### src/rtl/ecc_scrub_controller.sv
// ecc_scrub_controller
//
// Front end for the Hamming(12,8) SEC memory. It owns the memory address,
// write-data and write-enable lines and shares them between host accesses
// and a background scrubber. The scrubber walks addresses 0..DEPTH-1. Between
// reads it waits SCRUB_INTERVAL idle cycles. When the memory reports a
// corrected single-bit error, the scrubber writes the corrected word back,
// so that a latent upset cannot grow into an uncorrectable double error.
//
// Host handshake: host_req is the request and host_gnt is the same-cycle
// accept. A transfer happens in every cycle where host_req && host_gnt. The
// host holds host_req and its address/data stable until it sees host_gnt.
// host_ack pulses exactly one cycle after each grant. For a read, host_rdata
// is valid while host_ack is high.
//
// Ports
//   clk, rst            clock; asynchronous active-low reset
//   scrub_en            enable for the background scrubber
//   host_req/host_we    host request / 1 = write
//   host_addr/wdata     host address / write data
//   host_gnt            combinational accept (low only during write-back)
//   host_ack/rdata      registered acknowledge / read data
//   mem_addr/wdata/wr_en  drive the memory input_addr/input_data/wr_en
//   mem_rdata           memory output_data (combinational read of mem_addr)
//   mem_corrected       memory single_bit_error_corrected (combinational)
//   scrub_busy          registered; high during RD and WB cycles
//   pass_done           one-cycle pulse after the last address of a pass
//   corr_count          saturating count of write-backs
//   dbg_state           current FSM state (0 IDLE, 1 WAIT, 2 RD, 3 WB)
module ecc_scrub_controller #(
  parameter int ADDR_W         = 4,
  parameter int DATA_W         = 8,
  parameter int DEPTH          = 16,
  parameter int SCRUB_INTERVAL = 64
) (
  input  logic              clk,
  input  logic              rst,
  input  logic              scrub_en,
  input  logic              host_req,
  input  logic              host_we,
  input  logic [ADDR_W-1:0] host_addr,
  input  logic [DATA_W-1:0] host_wdata,
  output logic              host_gnt,
  output logic              host_ack,
  output logic [DATA_W-1:0] host_rdata,
  output logic [ADDR_W-1:0] mem_addr,
  output logic [DATA_W-1:0] mem_wdata,
  output logic              mem_wr_en,
  input  logic [DATA_W-1:0] mem_rdata,
  input  logic              mem_corrected,
  output logic              scrub_busy,
  output logic              pass_done,
  output logic [7:0]        corr_count,
  output logic [1:0]        dbg_state
);

  typedef enum logic [1:0] {
    S_IDLE = 2'd0,
    S_WAIT = 2'd1,
    S_RD   = 2'd2,
    S_WB   = 2'd3
  } state_t;

  localparam int CNT_W = $clog2(SCRUB_INTERVAL + 1);
  localparam logic [CNT_W-1:0]  CNT_RELOAD = CNT_W'(SCRUB_INTERVAL - 1);
  localparam logic [ADDR_W-1:0] LAST_PTR   = ADDR_W'(DEPTH - 1);

  state_t              state, state_nx;
  logic [CNT_W-1:0]    cnt, cnt_nx;
  logic [ADDR_W-1:0]   scrub_ptr, ptr_nx;
  logic [DATA_W-1:0]   scrub_data, data_nx;
  logic                ptr_adv;
  logic                count_inc;

  assign dbg_state = state;

  // Host wins everywhere except WB, so a write-back is never torn.
  assign host_gnt = host_req && (state != S_WB);

  always_comb begin
    state_nx  = state;
    cnt_nx    = cnt;
    data_nx   = scrub_data;
    ptr_adv   = 1'b0;
    count_inc = 1'b0;
    case (state)
      S_IDLE: begin
        if (scrub_en) begin
          state_nx = S_WAIT;
          cnt_nx   = CNT_RELOAD;
        end
      end
      S_WAIT: begin
        if (!scrub_en) begin
          state_nx = S_IDLE;
        end else if (!host_gnt) begin
          // The interval only counts cycles the memory was actually idle.
          if (cnt == '0) state_nx = S_RD;
          else           cnt_nx   = cnt - CNT_W'(1);
        end
      end
      S_RD: begin
        // A granted host access steals the port. The read is retried next
        // cycle with the pointer unchanged.
        if (!host_gnt) begin
          data_nx = mem_rdata;
          if (mem_corrected) begin
            state_nx = S_WB;
          end else begin
            ptr_adv  = 1'b1;
            cnt_nx   = CNT_RELOAD;
            state_nx = scrub_en ? S_WAIT : S_IDLE;
          end
        end
      end
      S_WB: begin
        count_inc = 1'b1;
        ptr_adv   = 1'b1;
        cnt_nx    = CNT_RELOAD;
        state_nx  = scrub_en ? S_WAIT : S_IDLE;
      end
      default: state_nx = S_IDLE;
    endcase

    ptr_nx = scrub_ptr;
    if (ptr_adv) ptr_nx = (scrub_ptr == LAST_PTR) ? '0 : scrub_ptr + ADDR_W'(1);
  end

  // Memory port mux. These outputs are decoded from state, so an async reset
  // drops mem_wr_en immediately.
  always_comb begin
    mem_addr  = scrub_ptr;
    mem_wdata = '0;
    mem_wr_en = 1'b0;
    if (host_gnt) begin
      mem_addr  = host_addr;
      mem_wdata = host_wdata;
      mem_wr_en = host_we;
    end else if (state == S_WB) begin
      mem_wdata = scrub_data;
      mem_wr_en = 1'b1;
    end
  end

  always_ff @(posedge clk or negedge rst) begin
    if (!rst) begin
      state      <= S_IDLE;
      cnt        <= '0;
      scrub_ptr  <= '0;
      scrub_data <= '0;
      corr_count <= '0;
      pass_done  <= 1'b0;
      scrub_busy <= 1'b0;
      host_ack   <= 1'b0;
      host_rdata <= '0;
    end else begin
      state      <= state_nx;
      cnt        <= cnt_nx;
      scrub_ptr  <= ptr_nx;
      scrub_data <= data_nx;
      if (count_inc && corr_count != 8'hFF) corr_count <= corr_count + 8'd1;
      pass_done  <= ptr_adv && (scrub_ptr == LAST_PTR);
      scrub_busy <= (state_nx == S_RD) || (state_nx == S_WB);
      host_ack   <= host_gnt;
      if (host_gnt && !host_we) host_rdata <= mem_rdata;
    end
  end

endmodule

### config.mk
export PLATFORM = sky130hd
export DESIGN_NAME = ecc_scrub_controller
export DESIGN_NICKNAME = d
export VERILOG_FILES = /design/src/rtl/ecc_scrub_controller.sv
export SDC_FILE = /design/constraint.sdc
export NUM_CORES = 1
export LEC_CHECK = 0
export BUFFER_PORTS_ARGS = -buffer_cell sky130_fd_sc_hd__buf_4
export CORE_ASPECT_RATIO = 0.6
export CORE_MARGIN = 2
export CORE_UTILIZATION = 47
export CTS_CLUSTER_DIAMETER = 50
export DETAILED_ROUTE_END_ITERATION = 7
export HOLD_SLACK_MARGIN = 0.1
export PLACE_DENSITY = 0.81
export SLEW_MARGIN = 40
export SYNTH_ARGS = -nofsm -noshare
export SYNTH_HDL_FRONTEND = slang
export SYNTH_SLANG_ARGS = --single-unit
### constraint.sdc
create_clock -name clk -period 2.13 [get_ports clk]
set_input_delay 0 -clock clk [delete_from_list [all_inputs] [get_ports clk]]
set_output_delay 0 -clock clk [all_outputs]
set_load 0.05 [all_outputs]
# Yosys cells after proc, flatten, opt, wreduce, memory -nomap -nowiden
# Cells that the tools add are included.
# op_classes
bitwise_logic	1
n_mux	24
n_reduce_logical	10
n_addsub	3
eq_ne	14
# ops
op	n
2-to-1 mux 7 bit	6
case mux 7 bit (4 select lines)	1
2-to-1 mux 8 bit	2
!= test 2 bit, second input constant	7
2-to-1 mux 2 bit	6
adder 8 x 1 -> 8 bit, second input constant	1
equality test 2 bit, second input constant	4
2-to-1 mux 4 bit	2
!= test 8 bit, second input constant	1
case mux 2 bit (4 select lines)	1
logical NOT 7 bit	1
subtractor 7 x 1 -> 7 bit, second input constant	1
AND reduction 6 bit	1
2-to-1 mux 1 bit	5
adder 4 x 1 -> 4 bit, second input constant	1
equality test 4 bit, second input constant	1
logical AND 1 bit	4
equality test 2 x 1 -> 1 bit, second input constant	1
logical NOT 2 bit	1
case mux 1 bit (2 select lines)	1
AND reduction 2 bit	1
logical NOT 1 bit	1
logical OR 1 bit	1
NOT 1 bit	1
# word_totals
word_cells	61
in_bits	26
regBits	40
out_inout_bits	35

# Longest topological paths before layout
# logic_depth
depth_word	7
depth_mapped	6
ltp_nobuf	6

# Least setup slack after synthesis
# OpenSTA, ideal clock, no wires.
# synth_path
kind	reg-to-reg
from	register scrub_busy (netlist name)
to	register cnt[5]
setup_slack_ns	0.261
required_time_ns	1.998
path_stages_with_launch	6
synth_period_minus_slack_ns	1.869
arrival_time_ns	1.737
path_buffers	1
setup_ns	0.132
cell_sequence	dfrtp_1 > buf_6 > or3b_4 > a2111oi_4 > xnor2_1 > nand2_1
# synth_rtl
element	line	rtl
end signal, assigned	158	cnt <= cnt_nx;
end, declared	69	logic [CNT_W-1:0] cnt, cnt_nx;

# Worst setup path in the final report
# layout_path
from	register cnt[0]
to	register scrub_busy
# layout_via
elab_chain_len	7
word_cells_on_any_way	8
cone_classes	eq/ne (2); mux (4); reduce/logical (2)
# layout_lines
element	line	rtl
logical NOT 7 bit *	98	if (cnt == '0) state_nx = S_RD;
2-to-1 mux 2 bit *	98	
2-to-1 mux 2 bit *	96	end else if (!host_gnt) begin
2-to-1 mux 2 bit *	94	if (!scrub_en) begin
case mux 2 bit (4 select lines) *	86	case (state)
net state_nx[1]	68	state_t state, state_nx;
equality test 2 bit	163	scrub_busy <= (state_nx == S_RD) || (state_nx == S_WB);
logical OR 1 bit *	163	
end signal, assigned	163	
end, declared	51	output logic scrub_busy,
# Mark *: on every way through the listed nets, which the timed path passes. The rest lies on a longest branch.
# A chain may end at the register's enable or synchronous reset.

==> flow_summary.ini <==
[run_status]
status = finished clean

[setup_path]
critPathCaptureType = register
crit_start = cnt[0]$_DFFE_PN0P_
r2r_start = cnt[0]$_DFFE_PN0P_
rrSetupSlack_ns = 0.15
crit_slowest_cell = dlygate4sd3_1
r2r_end = scrub_busy$_DFF_PN0_
crit_chain = inv_1, ha_1, nor4b_4, nand2_1, o21ai_0, dlygate4sd3_1
critPathKind = register to register
worstPathArrival_ns = 2.21
crit_required_ns = 2.37
start_kind = register
path_max_fanout = 5
rr_worst_depth = 6
critPathMaxStageDelay_ns = 0.57

[die]
dieHeight_um = 54.4
pin_count = 61
die_w_um = 87.9
start_util_pct = 48.7
core_um2 = 4080
die-area_um2 = 4780
rows = 18

[sta]
tns_ns = 0
period_minus_slack_ns = 1.98
worst_slack_ns = 0.154
fmax_mhz = 506
rsz0062_at_grt = no
finalSetupViolCount = 0
slew_headroom_pct = 64.9
post-route-period-util_pct = 92.8
tightestPinTransition_ns = 0.524
fin_skew_ns = 0.00410
hold_viol_final = 0
slew_violations = 0

[cells_and_area]
final.fill_count = 328
area_growth_pct = 37.7
final_cells = 326
stdcell_area_um2 = 2740
final_nets = 295
final_cell_mix = 64 x buf_4, 39 x dfrtp_1, 26 x nand2_1
drive_above_1_share_pct = 38.3
seq_area_um2 = 976
final_common_cell = buf_4
final_core_util_pct = 67.1
multiInputGateArea_um2 = 953
antenna_cells = 0

[cts]
clock_latency_ns = 0.30
cts_buffers = 5
clkSinkCount = 39
root_buffer = clkbuf_8
tritoncts = done
clk_pin_slew_worst_paths_ns = 0.08
h-tree-depth = 2
clk_path_buf_depth = 2

[power]
irDropWorstVdd_mv = 0.492
p_leak_nw = 1.30
p_per_area_nw_per_um2 = 619

[routing]
drt_wl_total_um = 4670
num_vias = 1679
wire_per_inst_um = 14.3
final_antenna_net_count = 0
drt_iter0_drc = 112
viasPerCell = 5.15
drt_first_pass_iters = 4
drc = 0

[synth]
synth_top_cell_by_area = dfrtp_1
synthArstFlopShare_pct = 100
synth.yosys.seq_area_share_pct = 49.1
yosys.area.top_type_share_pct = 49.1
syn-mean-instance-area_um2 = 10.6
netlist_area_um2 = 1990
synth_nets = 217
yosysWarnings = 0
ys.flop_type = dfrtp_1
syn_inst = 187
synth_cell_types = 42
synth_edf_count = 0
ys_ff_latch = 39
synth_area_leaders = dfrtp_1 49%, mux2_2 12%, nand2_1 4.9%

[placed_design]
hpwl_um = 3340
place_ws_ns = 0.223
dp_cells = 303
postPlaceCellArea_um2 = 2490
gp_congestion = 0.839
port-buffer-count = 60

[flow_run]
maxCapViolations = 0

[grt]
grt_max_degree = 40
antenna_found_initial = 0
grt_pass1_wl_um = 7580
overflow = 0
grt_pass1_vias = 1530
grt_use_total_pct = 21.7

[worst_hold_path]
hold_start = host_we
hold_path_depth = 3
hold_end = host_rdata[5]$_DFFE_PN0P_
hold_path.class = input pin to register
==> power by group <==
part / switching [mW] / internal, mW / leakage [nW]
clock: 0.278 / 0.264 / 0.0474
combinational: 0.219 / 0.135 / 0.768
sequential: 0.0223 / 0.774 / 0.484
==> per-layer routing <==
metal	vias up	wire length, um	track usage (%)	share of wire [%]
li1	812	-	-	-
met1	800	2380	30.5	51
met2	59	1940	32.3	41
met3	8	281	5.88	6.0
met4	0	76	7.95	1.6
met5	-	0	0	0
==> metrics by stage <==
| step | power [mW] | hold WS [ns] |
|---|---|---|
| after CTS | 1.71 | 0.140 |
| after global placement | 1.14 | 0.00138 |
| after global routing | 1.76 | 0.166 |
| after detailed placement | 1.15 | 0.00183 |
| after floorplan | 1.02 | -0.296 |
| final | 1.69 | 0.150 |
==> worst max-delay path: cells and delay by family, from the launching register on <==
kind            cells  cell delay, ns
compound gates      1            0.19
fa+ha+maj           1            0.20
buf+inv             2            0.67
flops               1            0.42
simple gates        2            0.44
==> how the worst max path moves through the flow <==
| stage | end | slack (ns) |
|---|---|---|
| finish | scrub_busy$_DFF_PN0_ | 0.15 |
| global route | scrub_busy$_DFF_PN0_ | 0.01 |
| CTS | scrub_busy$_DFF_PN0_ | 0.04 |
| detailed placement | cnt[6]$_DFFE_PN0P_ | 0.22 |
| global placement | cnt[6]$_DFFE_PN0P_ | 0.33 |
| floorplan | cnt[5]$_DFFE_PN0P_ | 0.26 |
==> cells in the mapped netlist, types with 2 or more instances <==
library cell  count
nand2b_1          3
a21oi_1           5
ha_1              4
mux2_2           22
xor2_1            2
dfrtp_1          39
a31oi_1           3
nor2_1           11
nand2_1          26
nor3_1            5
and2_1            2
nand3_1          12
nand4_1           2
nor2_2            2
o21ai_0           6
a211oi_1          4
inv_1             6
clkbuf_1          3
nor2b_1           3
mux2_1            2
xnor2_1           4
==> state kept, by name (all words and copies together) (netlist names), 4 cells and up <==
register / cells
scrub_ptr: 4
cnt: 7
host_rdata: 8
corr_count: 8
scrub_data: 8
==> timing repair <==
item | CTS | global route
hold buffers | 13 | 0
resized for setup | 0 | 0
hold endpoints to repair | 57 | 0
buffers inserted | 0 | 2
endpoints found under the setup margin | 0 | 1
==> logic make-up (layout without fill, tap and decap cells) <==
group,count (synthesis),in the layout,synth area share [%]
xor+xnor,6,6,2.64
compound gates,25,25,9.01
mux,25,25,14.1
fa+ha+maj,4,4,2.52
simple gates,76,76,19.7
flops,39,39,49.1
buf+inv,12,91,2.90
==> cell type report <==
class / count / share of cell area [%]
repair buffers: 77 / 22.3
multi-input cells: 136 / 34.8
clock buffers: 6 / 3.02
well taps: 60 / 2.74
flip-flops and latches: 39 / 35.7
inverters: 6 / 0.823
clock inverters: 2 / 0.594
Power figures use the tool's default switching activity.
